===== src/rtl/communication_unit.sv =====
// Fetch-unit communication responder: start/stop/end commands throttle fetch via wait_for_next_out.
// Optional forced dependency release is enabled by defining COMM_DEP_TIMEOUT_EN.
module communication_unit #(
  parameter int STOP_HOLD_CYCLES = 4,
  parameter int DEP_TIMEOUT      = 64
) (
  input  logic        clock,
  input  logic        reset,
  input  logic        communication_enable_in,
  input  logic [18:0] communication_signal_in,
  input  logic [15:0] dep_status_in,
  input  logic        signal_ack_in,
  output logic        wait_for_next_out,
  output logic [15:0] signal_out,
  output logic        signal_valid_out,
  output logic        finished_out,
  output logic        dep_timeout_out
);

  typedef enum logic [2:0] {IDLE, WAIT_DEP, SIG_HS, STOP_HOLD, FINISHED} state_t;

  localparam logic [1:0] OP_END   = 2'b00;
  localparam logic [1:0] OP_START = 2'b10;
  localparam logic [1:0] OP_STOP  = 2'b11;
  // One counter serves both the stop hold and the dependency timeout.
  localparam int CNT_MAX = (STOP_HOLD_CYCLES > DEP_TIMEOUT) ? STOP_HOLD_CYCLES : DEP_TIMEOUT;
  localparam int CNT_W   = (CNT_MAX < 1) ? 1 : $clog2(CNT_MAX + 1);

  state_t            state_reg, state_next;
  logic              enable_d_reg;
  logic [15:0]       mask_reg, mask_next;
  logic [CNT_W-1:0]  cnt_reg, cnt_next;
  logic              wait_reg, wait_next;
  logic [15:0]       signal_reg, signal_next;
  logic              valid_reg, valid_next;
  logic              finished_reg, finished_next;
  logic              timeout_reg, timeout_next;

  logic        accept;
  logic        dep_met;
  logic [1:0]  op;
  logic        dep_flag;
  logic [15:0] payload;

  assign op       = communication_signal_in[18:17];
  assign dep_flag = communication_signal_in[16];
  assign payload  = communication_signal_in[15:0];
  assign accept   = (state_reg == IDLE) && communication_enable_in && !enable_d_reg;
  assign dep_met  = (dep_status_in & mask_reg) == mask_reg;

  always_ff @(posedge clock or posedge reset) begin
    if (reset) begin
      state_reg    <= IDLE;
      enable_d_reg <= 1'b0;
      mask_reg     <= '0;
      cnt_reg      <= '0;
      wait_reg     <= 1'b0;
      signal_reg   <= '0;
      valid_reg    <= 1'b0;
      finished_reg <= 1'b0;
      timeout_reg  <= 1'b0;
    end else begin
      state_reg    <= state_next;
      enable_d_reg <= communication_enable_in;
      mask_reg     <= mask_next;
      cnt_reg      <= cnt_next;
      wait_reg     <= wait_next;
      signal_reg   <= signal_next;
      valid_reg    <= valid_next;
      finished_reg <= finished_next;
      timeout_reg  <= timeout_next;
    end
  end

  always_comb begin
    state_next    = state_reg;
    mask_next     = mask_reg;
    cnt_next      = cnt_reg;
    wait_next     = wait_reg;
    signal_next   = signal_reg;
    valid_next    = valid_reg;
    finished_next = finished_reg;
    timeout_next  = 1'b0;
    case (state_reg)
      IDLE: begin
        if (accept) begin
          case (op)
            OP_START: begin
              if (dep_flag) begin
                mask_next  = payload;
                cnt_next   = '0;
                wait_next  = 1'b1;
                state_next = WAIT_DEP;
              end
            end
            OP_STOP: begin
              wait_next   = 1'b1;
              signal_next = payload;
              valid_next  = 1'b1;
              state_next  = SIG_HS;
            end
            OP_END: begin
              wait_next     = 1'b1;
              finished_next = 1'b1;
              state_next    = FINISHED;
            end
            default: ;
          endcase
        end
      end
      WAIT_DEP: begin
        // A satisfied mask on the timeout cycle takes priority and suppresses the pulse.
        if (dep_met) begin
          wait_next  = 1'b0;
          state_next = IDLE;
        end
`ifdef COMM_DEP_TIMEOUT_EN
        else if (cnt_reg == CNT_W'(DEP_TIMEOUT - 1)) begin
          wait_next    = 1'b0;
          timeout_next = 1'b1;
          state_next   = IDLE;
        end else begin
          cnt_next = cnt_reg + 1'b1;
        end
`endif
      end
      SIG_HS: begin
        if (signal_ack_in) begin
          valid_next = 1'b0;
          cnt_next   = '0;
          if (STOP_HOLD_CYCLES == 0) begin
            wait_next  = 1'b0;
            state_next = IDLE;
          end else begin
            state_next = STOP_HOLD;
          end
        end
      end
      STOP_HOLD: begin
        if (cnt_reg == CNT_W'(STOP_HOLD_CYCLES - 1)) begin
          wait_next  = 1'b0;
          state_next = IDLE;
        end else begin
          cnt_next = cnt_reg + 1'b1;
        end
      end
      FINISHED: ;
      default: state_next = IDLE;
    endcase
  end

  assign wait_for_next_out = wait_reg;
  assign signal_out        = signal_reg;
  assign signal_valid_out  = valid_reg;
  assign finished_out      = finished_reg;
`ifdef COMM_DEP_TIMEOUT_EN
  assign dep_timeout_out   = timeout_reg;
`else
  assign dep_timeout_out   = 1'b0;
`endif

endmodule


===== config.mk =====
export PLATFORM = sky130hd
export DESIGN_NAME = communication_unit
export DESIGN_NICKNAME = d
export VERILOG_FILES = /design/src/rtl/communication_unit.sv
export SDC_FILE = /design/constraint.sdc
export NUM_CORES = 1
export LEC_CHECK = 0
export ABC_CLOCK_PERIOD_IN_PS = 6500
export BUFFER_PORTS_ARGS = -buffer_cell sky130_fd_sc_hd__buf_2
export CORE_AREA = 4 4 82 84
export CTS_BUF_LIST = sky130_fd_sc_hd__clkbuf_8
export CTS_CLUSTER_DIAMETER = 50
export CTS_CLUSTER_SIZE = 24
export DETAILED_ROUTE_END_ITERATION = 16
export DIE_AREA = 0 0 86 88
export HOLD_SLACK_MARGIN = 0.1
export MAX_ROUTING_LAYER = met4
export PLACE_DENSITY = 0.68
export SLEW_MARGIN = 20
export SYNTH_ARGS = -nofsm -noshare
export SYNTH_HDL_FRONTEND = slang
export SYNTH_SLANG_ARGS = --single-unit

===== constraint.sdc =====
create_clock -name clock -period 6.5 [get_ports clock]
set_clock_uncertainty 0.2 [all_clocks]
set_input_delay 0.65 -clock clock [delete_from_list [all_inputs] [get_ports clock]]
set_output_delay 0.65 -clock clock [all_outputs]
set_load 0.005 [all_outputs]

==> metrics, run 1 <==
Crit. Startpoint state_reg[2]; crit start category register; via-per-instance ratio 4.97; prevailing post-synth register cell dfrtp_1; Peak VDD IR 210 uV; DRC 0; worst-margin pin slew 0.934 ns; Post-Synthesis Cell Area 0.00225 sq mm; min-delay src finished_out; share of layout cells above drive strength 1 0.418; area of the core 0.00592 sq mm; Setup TNS 0 ns; Leakage 0.00131 uW; Worst Path Arrival 2.64 ns; H-tree levels 2; routability cong. 0.826; gate count after technology mapping 181; status finished, final reports clean; share of the synthesized area in the top cell type 0.512; Antenna Cells 0; Max clock buf depth 2; CTS tree built; CP Cell Sequence or4b_4, nor3_4, a31oi_2, o31a_1; fill count 538; number of cells after detailed placement 306; DIE AREA 0.00757 sq mm; vias in the first global route 1611; Crit path largest cell delay 0.70 ns; top-level I/O count 59; antenna-violating nets left 0; Max-slew headroom 0.377; Vias 1562; CP top delay family simple AND/OR/NAND/NOR gates; clk sinks 46; Async S/R FF share, synth 1.00; Initial DRC Count 130; GR Overflow Total 0; Reg2Reg Launch Point state_reg[2]; Net Count, Synth 226; Reg clk slew, reported paths 0.08 ns; kind of critical path register to register; post-CTS setup buffer count 0; Skew-Pair Late Insertion Delay 0.29 ns; initial antenna violation count 0; Final HPWL DP 3310 um; IO Port Bufs 57; number of synthesized flops with an enable pin 0; final slew viol count 0; Final #Nets 283; sequential cell area fraction in the yosys report 0.512; count leader, synth dfrtp_1; Worst Path Buf+Inv 0; hold_buf cts 0; unrepaired setup endpoints after global routing false; PwrDens 381 mW/mm^2; drt wl/cell 14.1 um; P&R area growth vs syn 17.4%; synthesized area per cell 12.4 sq um; Yosys Warn Count 0; Final min period 2.65 ns; Final period util 0.408; Synth cell types 44; max cap viols 0; CP endpoint kind register; crit-path max FO 21; Pre-antenna DRT Iters 4; Min-Delay Path Class register to register; Cell Count, Final, Fillers Out 314; Commonest cells post-synth dfrtp_1, mux2_2, inv_1; CP max-delay cell nor3_4; largest net degree at the start of global routing 47; Final Hold Vio Count 0; CP Data Required Time 6.49 ns; Peak Freq 377 MHz; first-pass GRT wire length 7420 um; Initial Utilization 0.380; clock root cell clkbuf_8; routed wire length 4420 um; synth top area cells dfrtp_1, mux2_2, mux2_4, ha_1, nand2b_1; Die Span Y 88 um; Die X 86 um; endpoints failing setup 0; Num CTS Buffers 5; flops & latches, synth 46; cell type with the largest total area after synthesis dfrtp_1; post-cts resize count 0; Tot GR Track Use 0.128; Rows 28
stage by stage:
stage / worst slack (ns) / power (uW) / hold WS [ns] / area (sq um) / utilization
after floorplan: 4.34 / 718 / 0.256 / 2250 / -
after CTS: 3.83 / 1020 / 0.270 / 2640 / 0.445
after detailed placement: 3.65 / 812 / 0.257 / 2530 / 0.428
final: 3.85 / 1000 / 0.266 / 2640 / 0.445
after global placement: 3.70 / 799 / 0.244 / 2530 / 0.428
after global routing: 3.70 / 1080 / 0.272 / 2640 / 0.445
placed cells by master, fill, tap and decap left out, types with 5 or more instances in the layout:
master,n
dfrtp_1,46
inv_1,14
buf_2,57
mux2_4,9
o21ai_0,8
mux2_2,19
nand2b_1,12
nand2_1,10
clkbuf_8,5
nand3_1,5
nor2_1,5
ha_1,6
worst paths after layout:
kind	end	slack, ns	cells after the start
max	cnt_reg[4]	3.85	4
min	finished_out	0.27	1
max reg2reg	cnt_reg[4]	3.85	4
min reg2reg	finished_out	0.27	1
max in group asynchronous	wait_for_next_out	5.16	2
min in group asynchronous	signal_out[7]	0.36	2
kinds of logic (layout without fill, tap and decap cells):
family	Yosys count	in the layout	share of synthesized area
flip-flops	46	46	0.512
AO/OA/AOI/OAI	30	30	0.0980
XOR/XNOR	2	2	0.00780
AND/OR/NAND/NOR	47	47	0.123
multiplexers	29	29	0.160
adder cells (fa/ha/maj)	6	6	0.0334
other	1	1	0.00167
buffers and inverters	20	78	0.0640
metal layers:
metal / up-vias / part of all wire / GRT usage
met5: - / 0 / -
li1: 746 / - / -
met4: 0 / 0.013 / 0.0417
met1: 762 / 0.45 / 0.163
met3: 8 / 0.058 / 0.0357
met2: 46 / 0.48 / 0.197
power breakdown:
| part | internal, uW | total, uW | switching (uW) |
|---|---|---|---|
| logic | 183 | 317 | 134 |
| registers | 407 | 485 | 77.4 |
| clock network | 112 | 202 | 90.2 |
| total | 703 | 1000 | 302 |
final cells by class:
class	count	area, sq um	share of cell area
sequential	46	1150	0.436
multi-input combinational	115	952	0.361
timing repair buffer	57	285	0.108
tap	75	93.8	0.0356
clock buffer	5	68.8	0.0261
inverter	13	48.8	0.0185
clock inverter	3	37.5	0.0142
Power figures use the tool's default switching activity.
==> inputs of run 2 (changes only) <==
--- a/config.mk
+++ b/config.mk
@@ -5,7 +5,7 @@
 export SDC_FILE = /design/constraint.sdc
 export NUM_CORES = 1
 export LEC_CHECK = 0
-export ABC_CLOCK_PERIOD_IN_PS = 6500
+export ABC_CLOCK_PERIOD_IN_PS = 2680
 export BUFFER_PORTS_ARGS = -buffer_cell sky130_fd_sc_hd__buf_2
 export CORE_AREA = 4 4 82 84
 export CTS_BUF_LIST = sky130_fd_sc_hd__clkbuf_8
==> constraint.sdc (replaced) <==
create_clock -name clock -period 2.68 [get_ports clock]
set_clock_uncertainty 0.2 [all_clocks]
set_input_delay 0.268 -clock clock [delete_from_list [all_inputs] [get_ports clock]]
set_output_delay 0.268 -clock clock [all_outputs]
set_load 0.005 [all_outputs]
==> run 2 against run 1 <==
Effect of this change: design area grew 8.1%; sequential share of layout area shrank 3.3 points; critical path depth grew 3; wire length grew 2.3%; first-iteration DRC count shrank 28%; core utilization grew 3.6 points; die area is the same; register-to-register slack lost 3.3 ns.
==> metrics, run 2 (synthesis results as in run 1) <==
IO Port Bufs 57 (unchanged); via-per-instance ratio 4.74 (was 4.97); Final period util 0.821; P&R area growth vs syn 26.9% (was 17.4%); top-level I/O count 59 (unchanged); routability cong. 0.844 (was 0.826); share of layout cells above drive strength 1 0.402 (was 0.418); fill count 543 (was 538); Worst Path Arrival 2.17 ns (was 2.64 ns); Skew-Pair Late Insertion Delay 0.29 ns (about the same); endpoints failing setup 0 (unchanged); largest net degree at the start of global routing 23 (was 47); Final WS setup 0.479 ns (was 3.85 ns); worst hold stages 3 (was 1); Die Span Y 88 um (unchanged); initial antenna violation count 0 (unchanged); worst slack, placed 0.523 ns (was 3.65 ns); Peak VDD IR 406 uV (was 210 uV); Peak Freq 454 MHz; final instance area 0.00285 sq mm (was 0.00264 sq mm); unrepaired setup endpoints after global routing false (unchanged); Combinational Power Share 0.321 (was 0.316); DIE AREA 0.00757 sq mm (unchanged); kind of critical path input port to register (was register to register); crit start category input port (was register); status finished, final reports clean (unchanged); sequential cell fraction of total power 0.478 (was 0.483); PwrDens 865 mW/mm^2 (was 381 mW/mm^2); clock root cell clkbuf_8 (unchanged); max cap viols 0 (unchanged); Initial DRC Count 94 (was 130); vias in the first global route 1669 (was 1611); GR Overflow Total 0 (unchanged); most frequent cells in the layout buf_2, dfrtp_1, mux2_2 (unchanged); Min-Delay Path Class input port to register (was register to register); Max-slew headroom 0.551 (was 0.377); first-pass GRT wire length 7490 um (was 7420 um); Final #Nets 305 (was 283); Initial Utilization 0.380 (unchanged); crit-path max FO 8 (was 21); area of the multi-input gates 952 sq um (unchanged); clk sinks 46 (unchanged); CTS tree built (unchanged); routed wire length 4520 um (was 4420 um); final slew viol count 0 (unchanged); Rows 28 (unchanged); Switching Share 0.300 (about the same); Final min period 2.20 ns; Pre-antenna DRT Iters 4 (unchanged); commonest non-fill, non-tap cell in the layout buf_2 (unchanged); CP Data Required Time 2.65 ns (was 6.49 ns); Final Hold Vio Count 0 (unchanged); CP endpoint kind register (unchanged); Setup TNS 0 ns (unchanged); drt wl/cell 13.5 um (was 14.1 um); P_int 1730 uW (was 703 uW); Reg clk slew, reported paths 0.08 ns (about the same); Tot GR Track Use 0.128 (about the same); DRC 0 (unchanged); Die X 86 um (unchanged); Placed Area 0.00256 sq mm (was 0.00253 sq mm); Sw Pwr 739 uW (was 302 uW); H-tree levels 2 (unchanged); Max clock buf depth 2 (unchanged); worst-margin pin slew 0.669 ns (was 0.934 ns); Num CTS Buffers 5 (unchanged); reg2reg path depth 5 (was 4); area of the core 0.00592 sq mm (unchanged); Antenna Cells 0 (unchanged); Leakage 0.00140 uW (was 0.00131 uW); antenna-violating nets left 0 (unchanged); post-CTS setup buffer count 0 (unchanged); Clock power frac 0.201 (about the same); Final HPWL DP 3450 um (was 3310 um); Vias 1593 (was 1562); FF+latch area 0.00115 sq mm (unchanged)
[run 2: worst max-delay path: stages]
cell           delay [ns]
dlygate4sd3_1        0.52
buf_2                0.11
or4b_4               0.50
nor3_4               0.14
buf_4                0.19
a31oi_2              0.10
o31a_1               0.33
[run 2: stage by stage]
| step | hold WS, ns | util | power, uW | instances |
|---|---|---|---|---|
| after floorplan | 0.0994 | - | 1740 | 181 |
| after global routing | 0.171 | 0.482 | 2660 | 336 |
| after CTS | 0.124 | 0.482 | 2500 | 336 |
| after detailed placement | 0.108 | 0.433 | 1980 | 310 |
| final | 0.134 | 0.482 | 2470 | 336 |
| after global placement | 0.110 | 0.433 | 1950 | 310 |
[run 2: worst paths after layout]
kind | from | to | slack, ns
min in group asynchronous | reset | cnt_reg[5] | 0.33
max | communication_enable_in | cnt_reg[3] | 0.48
max in group asynchronous | reset | cnt_reg[0] | 1.41
min reg2reg | finished_out | finished_out | 0.26
min | signal_ack_in | signal_valid_out | 0.13
max reg2reg | state_reg[2] | cnt_reg[3] | 0.51
[run 2: routing by layer]
layer	track usage	vias to the layer above	routed length, um
li1	-	786	-
met1	0.160	750	1960
met2	0.205	49	2220
met3	0.0320	8	270
met4	0.0403	0	68
met5	-	-	0
[run 2: cell type report]
type	count	share of cell area
flip-flops and latches	46	0.404
multi-input cells	115	0.334
repair buffers	79	0.174
well taps	75	0.0329
clock buffers	5	0.0241
inverters	13	0.0171
clock inverters	3	0.0145
[run 2: power groups by stage]
stage / registers, uW / clock network [uW] / logic (uW)
floorplan: 1140 / 0 / 599
global placement: 1180 / 0 / 767
detailed placement: 1190 / 0 / 790
CTS: 1180 / 515 / 808
global route: 1220 / 546 / 889
finish: 1180 / 496 / 792
[run 2: timing repair]
action | 4_1_cts | 5_1_grt
hold endpoints to repair | 53 | 0
resized for setup | 0 | 0
hold buffers | 18 | 0
